`config.mk`:
```
export PLATFORM = sky130hd
export DESIGN_NAME = stream_fork_eager_flat
export DESIGN_NICKNAME = d
export VERILOG_FILES = /design/src/rtl/stream_fork_eager_pkg.sv /design/src/rtl/stream_fork_eager_if.sv /design/src/rtl/stream_fork_eager_done_tracker.sv /design/src/rtl/stream_fork_eager.sv /design/src/flat_wrapper.sv
export SDC_FILE = /design/constraint.sdc
export NUM_CORES = 1
export LEC_CHECK = 0
export CAP_MARGIN = 10
export CELL_PAD_IN_SITES_DETAIL_PLACEMENT = 1
export CELL_PAD_IN_SITES_GLOBAL_PLACEMENT = 2
export CORE_UTILIZATION = 26
export CTS_CLUSTER_SIZE = 40
export DETAILED_ROUTE_END_ITERATION = 8
export PLACE_DENSITY = 0.84
export SYNTH_ARGS = -nofsm -noshare
export SYNTH_HDL_FRONTEND = slang
export SYNTH_SLANG_ARGS = --single-unit
```
`constraint.sdc`:
```
create_clock -name clk -period 3.5 [get_ports clk]
set_input_delay 0.35 -clock clk [delete_from_list [all_inputs] [get_ports clk]]
set_output_delay 0.35 -clock clk [all_outputs]
set_load 0.02 [all_outputs]
```
`src/rtl/stream_fork_eager_pkg.sv`:
```
// Shared constants, types and helpers for the stream_fork_eager block.
// The optional FORK_STATS_EN macro adds statistics counters to the top-level module.
package stream_fork_pkg;

  localparam int DATA_W_DEF  = 17;
  localparam int NUM_OUT_DEF = 9;
  localparam int DROP_CNT_W  = 16;
  localparam int STAT_CNT_W  = 32;

  typedef logic [DATA_W_DEF-1:0] stream_word_t;

  // Drop counter increment that holds at all-ones instead of wrapping
  function automatic logic [DROP_CNT_W-1:0] drop_sat_inc(input logic [DROP_CNT_W-1:0] c);
    return (c == '1) ? c : c + 1'b1;
  endfunction

  // Stall counter increment that holds at all-ones instead of wrapping
  function automatic logic [STAT_CNT_W-1:0] stat_sat_inc(input logic [STAT_CNT_W-1:0] c);
    return (c == '1) ? c : c + 1'b1;
  endfunction

endpackage

```
`src/rtl/stream_fork_eager_if.sv`:
```
// Handshake bundle for the eager fork. The upstream word, its route mask and
// valid/ready, plus the shared consumer data and per-consumer valid/ready.
// master = environment (producer and consumers); slave = the fork itself.
interface stream_fork_eager_if #(
  parameter int NUM_OUT = 9,
  parameter int DATA_W  = 17
);
  logic [DATA_W-1:0]  in_data;
  logic [NUM_OUT-1:0] in_sel;
  logic               in_valid;
  logic               in_ready;
  logic [DATA_W-1:0]  out_data;
  logic [NUM_OUT-1:0] out_valid;
  logic [NUM_OUT-1:0] out_ready;

  modport master (
    output in_data, in_sel, in_valid, out_ready,
    input  in_ready, out_data, out_valid
  );

  modport slave (
    input  in_data, in_sel, in_valid, out_ready,
    output in_ready, out_data, out_valid
  );
endinterface

```
`src/rtl/stream_fork_eager_done_tracker.sv`:
```
// Per-consumer bookkeeping for the eager fork: remembers which consumers a
// held token targets and which have already taken it, drives the per-consumer
// valids and tells the top when the last outstanding target has handshaked.
module fork_done_tracker #(
  parameter int NUM_OUT = 9
) (
  input  logic               clk,
  input  logic               rst_n,
  input  logic               flush,
  input  logic               accept,
  input  logic               full,
  input  logic [NUM_OUT-1:0] tgt,
  input  logic [NUM_OUT-1:0] out_ready,
  output logic [NUM_OUT-1:0] out_valid,
  output logic               retire
);

  logic [NUM_OUT-1:0] tgt_q;
  logic [NUM_OUT-1:0] done_q;

  assign out_valid = {NUM_OUT{full}} & tgt_q & ~done_q;
  // Retire when no target is left that is still owed the token and not ready now
  assign retire    = full & ((tgt_q & ~done_q & ~out_ready) == '0);

  // Freeze the target mask at accept and accumulate handshakes until retire
  always_ff @(posedge clk) begin
    if (!rst_n) begin
      tgt_q  <= '0;
      done_q <= '0;
    end else if (flush) begin
      done_q <= '0;
    end else if (accept) begin
      tgt_q  <= tgt;
      done_q <= '0;
    end else if (retire) begin
      done_q <= '0;
    end else begin
      done_q <= done_q | (out_valid & out_ready);
    end
  end

endmodule

```
`src/rtl/stream_fork_eager.sv`:
```
// Registered eager fork: holds one upstream token and hands it to each
// selected consumer independently; upstream is released only once every
// target has taken the token. Tokens whose target mask is empty are dropped
// and counted. Optional macro FORK_STATS_EN adds stall_cnt and tok_cnt.
module stream_fork_eager
  import stream_fork_pkg::*;
#(
  parameter int NUM_OUT = NUM_OUT_DEF,
  parameter int DATA_W  = DATA_W_DEF
) (
  input  logic                  clk,
  input  logic                  rst_n,
  input  logic                  flush,
  input  logic [NUM_OUT-1:0]    cfg_en,
  stream_fork_eager_if.slave    bus,
  output logic [DROP_CNT_W-1:0] drop_cnt
`ifdef FORK_STATS_EN
  ,
  output logic [STAT_CNT_W-1:0] stall_cnt,
  output logic [STAT_CNT_W-1:0] tok_cnt
`endif
);

  logic               full;
  logic [DATA_W-1:0]  data_q;
  logic [NUM_OUT-1:0] tgt;
  logic               retire;
  logic               in_ready;
  logic               accept;

  assign tgt      = cfg_en & bus.in_sel;
  assign in_ready = rst_n & ~flush & (~full | retire);
  assign accept   = bus.in_valid & in_ready;

  assign bus.in_ready = in_ready;
  assign bus.out_data = data_q;

  fork_done_tracker #(
    .NUM_OUT (NUM_OUT)
  ) u_tracker (
    .clk       (clk),
    .rst_n     (rst_n),
    .flush     (flush),
    .accept    (accept),
    .full      (full),
    .tgt       (tgt),
    .out_ready (bus.out_ready),
    .out_valid (bus.out_valid),
    .retire    (retire)
  );

  // Token holding register: capture on accept, release on retire, drop empty-mask tokens
  always_ff @(posedge clk) begin
    if (!rst_n) begin
      full     <= 1'b0;
      data_q   <= '0;
      drop_cnt <= '0;
    end else if (flush) begin
      full <= 1'b0;
    end else if (accept) begin
      data_q <= bus.in_data;
      full   <= |tgt;
      if (tgt == '0) begin
        drop_cnt <= drop_sat_inc(drop_cnt);
      end
    end else if (retire) begin
      full <= 1'b0;
    end
  end

`ifdef FORK_STATS_EN
  // Statistics: saturating stall cycles and wrapping retired-token count, kept across flush
  always_ff @(posedge clk) begin
    if (!rst_n) begin
      stall_cnt <= '0;
      tok_cnt   <= '0;
    end else begin
      if (full & ~retire) begin
        stall_cnt <= stat_sat_inc(stall_cnt);
      end
      if (retire & ~flush) begin
        tok_cnt <= tok_cnt + 1'b1;
      end
    end
  end
`endif

endmodule

```
`src/flat_wrapper.sv`:
```
// flat-port wrapper written by rule: the top's interface ports become plain ports
module stream_fork_eager_flat import stream_fork_pkg::*;
#(
  parameter int NUM_OUT = NUM_OUT_DEF,
  parameter int DATA_W  = DATA_W_DEF
)
  (clk, rst_n, flush, cfg_en, drop_cnt, bus_in_data, bus_in_sel, bus_in_valid, bus_out_ready, bus_in_ready, bus_out_data, bus_out_valid);
  stream_fork_eager_if #(.NUM_OUT(NUM_OUT), .DATA_W(DATA_W)) bus_i ();
  input  logic clk;
  input  logic rst_n;
  input  logic flush;
  input  logic [NUM_OUT-1:0] cfg_en;
  output logic [DROP_CNT_W-1:0] drop_cnt;
  input wire logic [$bits(bus_i.in_data)-1:0] bus_in_data;
  input wire logic [$bits(bus_i.in_sel)-1:0] bus_in_sel;
  input wire logic [$bits(bus_i.in_valid)-1:0] bus_in_valid;
  input wire logic [$bits(bus_i.out_ready)-1:0] bus_out_ready;
  output wire logic [$bits(bus_i.in_ready)-1:0] bus_in_ready;
  output wire logic [$bits(bus_i.out_data)-1:0] bus_out_data;
  output wire logic [$bits(bus_i.out_valid)-1:0] bus_out_valid;
  assign bus_i.in_data = bus_in_data;
  assign bus_i.in_sel = bus_in_sel;
  assign bus_i.in_valid = bus_in_valid;
  assign bus_i.out_ready = bus_out_ready;
  assign bus_in_ready = bus_i.in_ready;
  assign bus_out_data = bus_i.out_data;
  assign bus_out_valid = bus_i.out_valid;
  stream_fork_eager #(.NUM_OUT(NUM_OUT), .DATA_W(DATA_W)) u_core (.clk(clk), .rst_n(rst_n), .flush(flush), .cfg_en(cfg_en), .bus(bus_i), .drop_cnt(drop_cnt));
endmodule
```
==> impl_metrics.py <==
metrics = {
    "outcome": {
        "status": "completed",
    },
    "timing": {
        "slew_headroom": 0.542,
        "final.min_clock_period_ns": 2.76,
        "worst_pin_slew_ns": 0.687,
        "final_hold_viol_count": 0,
        "fin_tns_setup_ns": 0,
        "setup_viol": 0,
        "slew_viol_final": 0,
        "worst_slack_ns": 0.739,
        "rsz0062_at_grt": "false",
        "timing.final.crit_share": 0.789,
        "fmax_mhz": 362,
        "skew_ns": 0.00857,
    },
    "placed_design": {
        "io_buffers": 90,
        "place_ws_ns": 0.722,
        "dp_hpwl_microns": 5190,
        "place_congestion": 0.732,
        "dp.cells": 465,
    },
    "clock_tree": {
        "cts_sinks": 52,
        "post_cts_resize_count": 0,
        "clockBufferDepth": 2,
        "cts_max_level": 2,
        "postCtsSetupRepairBufs": 0,
        "hold_buffers": 0,
        "cts_buffers": 5,
        "root_buffer": "clkbuf_8",
        "cts_tree": "built",
        "insertion_delay_ns": 0.30,
        "clk_pin_slew_worst_paths_ns": 0.09,
    },
    "yosys": {
        "synth-edff-count": 0,
        "synth_cells": 276,
        "ys.flop_type": "dfxtp_1",
        "synth_nets": 325,
        "seq_area_frac_synth": 0.449,
        "yosys.cell_count.top_type": "nand2_1",
        "async_flop_share": 0,
        "ys_seq_elements": 52,
        "yosys-top-cells-area": "dfxtp_1 (45%), nand2_1 (8.7%), a21oi_1 (8.6%)",
        "synth_cell_type_count": 42,
        "synth.avg_cell_area_sq_um": 8.40,
        "synth_top_area_share": 0.449,
        "ys_warn_count": 0,
        "yosysTopAreaCell": "dfxtp_1",
        "synth_common_cells": "nand2_1 (54), dfxtp_1 (52), a21oi_1 (40), nor2_1 (21), nor3b_1 (16)",
        "synth_area_sq_um": 2320,
    },
    "critical_path": {
        "ff2ff_path_depth": 7,
        "crit_start": "bus_out_ready[0]",
        "startpoint_type": "input port",
        "reg2reg_to": "u_core.drop_cnt[14]$_SDFFE_PN0P_",
        "setup.worst_path.end_class": "primary output",
        "r2r_start": "u_core.drop_cnt[0]$_SDFFE_PN0P_",
        "reg2reg_slack_ns": 1.27,
        "cp_max_fo": 5,
        "worstSetupPathType": "in -> out",
        "cp.arrival_ns": 2.41,
        "cp.required_ns": 3.15,
        "cp-endpoint": "bus_in_ready",
    },
    "power_and_ir_drop": {
        "power_frac_comb": 0.129,
        "netSwitchingPower_uw": 272,
        "p_per_area_nw_per_um2": 325,
        "ir_drop_uv": 177,
        "swShare": 0.246,
        "p_int_uw": 836,
        "pwr-share-seq": 0.547,
        "p_leak_nw": 1.11,
        "clockPowerShare": 0.324,
    },
    "route": {
        "vias_per_cell": 4.84,
        "num_vias": 2288,
        "dr.pass1.iters": 4,
        "drc": 0,
        "antenna_left": 0,
        "drt_first_iter_violations": 53,
        "finalWirelength_microns": 7040,
        "wl_per_cell_microns": 14.9,
    },
    "floorplan": {
        "dieArea_sq_um": 9300,
        "core_area_sq_um": 8680,
        "initial_core_util": 0.267,
        "dieHeight_microns": 96.4,
        "die_width_microns": 96.4,
        "io_pins": 91,
        "rows": 34,
    },
    "layout": {
        "antennaDiodeCount": 0,
        "fin_nets": 413,
        "layout-drive-gt1-share": 0.0603,
        "postLayoutCoreUtil": 0.393,
        "final_cells": 473,
        "area_growth_pct": 47.2,
    },
    "global_routing": {
        "grt_pass1_vias": 2298,
        "grt_pass1_wl_microns": 11500,
        "overflow": 0,
        "grt_usage": 0.164,
        "grt_max_degree": 38,
        "antenna_found_initial": 0,
    },
    "min_path": {
        "hp-class": "reg -> reg",
    },
    "run": {
        "maxCapViolations": 0,
    },
}
[power groups by stage]
| stage | combinational (mW) | sequential [mW] | clock [mW] |
|---|---|---|---|
| floorplan | 0.0479 | 0.627 | 0 |
| global placement | 0.142 | 0.620 | 0 |
| detailed placement | 0.144 | 0.620 | 0 |
| CTS | 0.145 | 0.606 | 0.378 |
| global route | 0.155 | 0.608 | 0.410 |
| finish | 0.143 | 0.606 | 0.359 |
[cell usage in the layout, fill, tap and decap left out, drive strengths merged, types with 2 or more instances in the layout]
| cell type | Yosys | layout |
|---|---|---|
| a21oi | 41 | 41 |
| clkinv | 0 | 2 |
| o31ai | 3 | 3 |
| clkbuf | 7 | 6 |
| nor2 | 21 | 21 |
| nor4 | 2 | 2 |
| nor3b | 16 | 16 |
| inv | 4 | 4 |
| mux2i | 4 | 4 |
| clkdlybuf4s50 | 0 | 90 |
| nand2b | 6 | 6 |
| and3 | 2 | 2 |
| nand3 | 14 | 14 |
| buf | 5 | 3 |
| nor3 | 3 | 3 |
| or4 | 2 | 2 |
| a22oi | 3 | 3 |
| nand2 | 54 | 54 |
| o211ai | 2 | 2 |
| a2111oi | 3 | 3 |
| xnor2 | 5 | 5 |
| dfxtp | 52 | 52 |
| nand4 | 5 | 5 |
| o21ai | 5 | 5 |
| or3 | 3 | 3 |
| and4 | 3 | 3 |
[critical path: stages]
cell	delay [ns]
clkdlybuf4s50_1	0.49
nor3b_1	0.08
nor4_4	0.34
o311a_2	0.30
nor2_1	0.08
nor2_1	0.14
clkdlybuf4s50_1	0.62
[per-stage QoR]
stage	hold slack, ns	cell area (sq um)	total power [mW]
CTS	0.459	3410	1.13
floorplan	0.432	2320	0.675
detailed placement	0.444	3320	0.765
global placement	0.437	3320	0.762
global route	0.472	3410	1.17
finish	0.454	3410	1.11
[cells by family (layout without fill, tap and decap cells)]
logic type	Yosys count	in the layout	synth area share
XOR/XNOR	6	6	0.0227
adder cells (fa/ha/maj)	1	1	0.00540
AO/OA/AOI/OAI	64	64	0.179
flip-flops	52	52	0.449
buffers and inverters	16	105	0.0313
multiplexers	4	4	0.0173
AND/OR/NAND/NOR	133	133	0.295
[worst min path at each step]
stage                                                 startpoint                                     end  slack [ns]  cells past startpoint
after global placement       u_core.bus.out_data[6]$_SDFFE_PN0P_     u_core.bus.out_data[6]$_SDFFE_PN0P_        0.44                      2
after global routing      u_core.u_tracker.tgt_q[1]$_SDFFE_PN0P_  u_core.u_tracker.tgt_q[1]$_SDFFE_PN0P_        0.47                      2
after detailed placement    u_core.bus.out_data[10]$_SDFFE_PN0P_    u_core.bus.out_data[10]$_SDFFE_PN0P_        0.44                      2
after floorplan           u_core.u_tracker.tgt_q[1]$_SDFFE_PN0P_  u_core.u_tracker.tgt_q[1]$_SDFFE_PN0P_        0.43                      2
after CTS                   u_core.bus.out_data[10]$_SDFFE_PN0P_    u_core.bus.out_data[10]$_SDFFE_PN0P_        0.46                      2
final                     u_core.u_tracker.tgt_q[1]$_SDFFE_PN0P_  u_core.u_tracker.tgt_q[1]$_SDFFE_PN0P_        0.45                      2
[routing by layer]
layer,vias to the layer above,share of wire,track usage
met2,52,0.49,0.284
met1,1082,0.46,0.204
met5,-,0,0
met4,0,0.0090,0.0429
met3,5,0.046,0.0368
li1,1149,-,-
[registers in the layout, summed over array words and instances, names as in the netlist]
signal,flops
u_core.full,1
u_core.drop_cnt,16
u_core.u_tracker.done_q,9
u_core.bus.out_data,17
u_core.u_tracker.tgt_q,9
[layout make-up]
type                    count  area [sq um]
repair buffers             93           923
inverters                   4          15.0
clock buffers               6          82.6
clock inverters             2          10.0
fillers                  1048          5270
well taps                 108           135
multi-input cells         208          1200
flip-flops and latches     52          1040
Note: power is estimated with default switching activity, not from simulation.
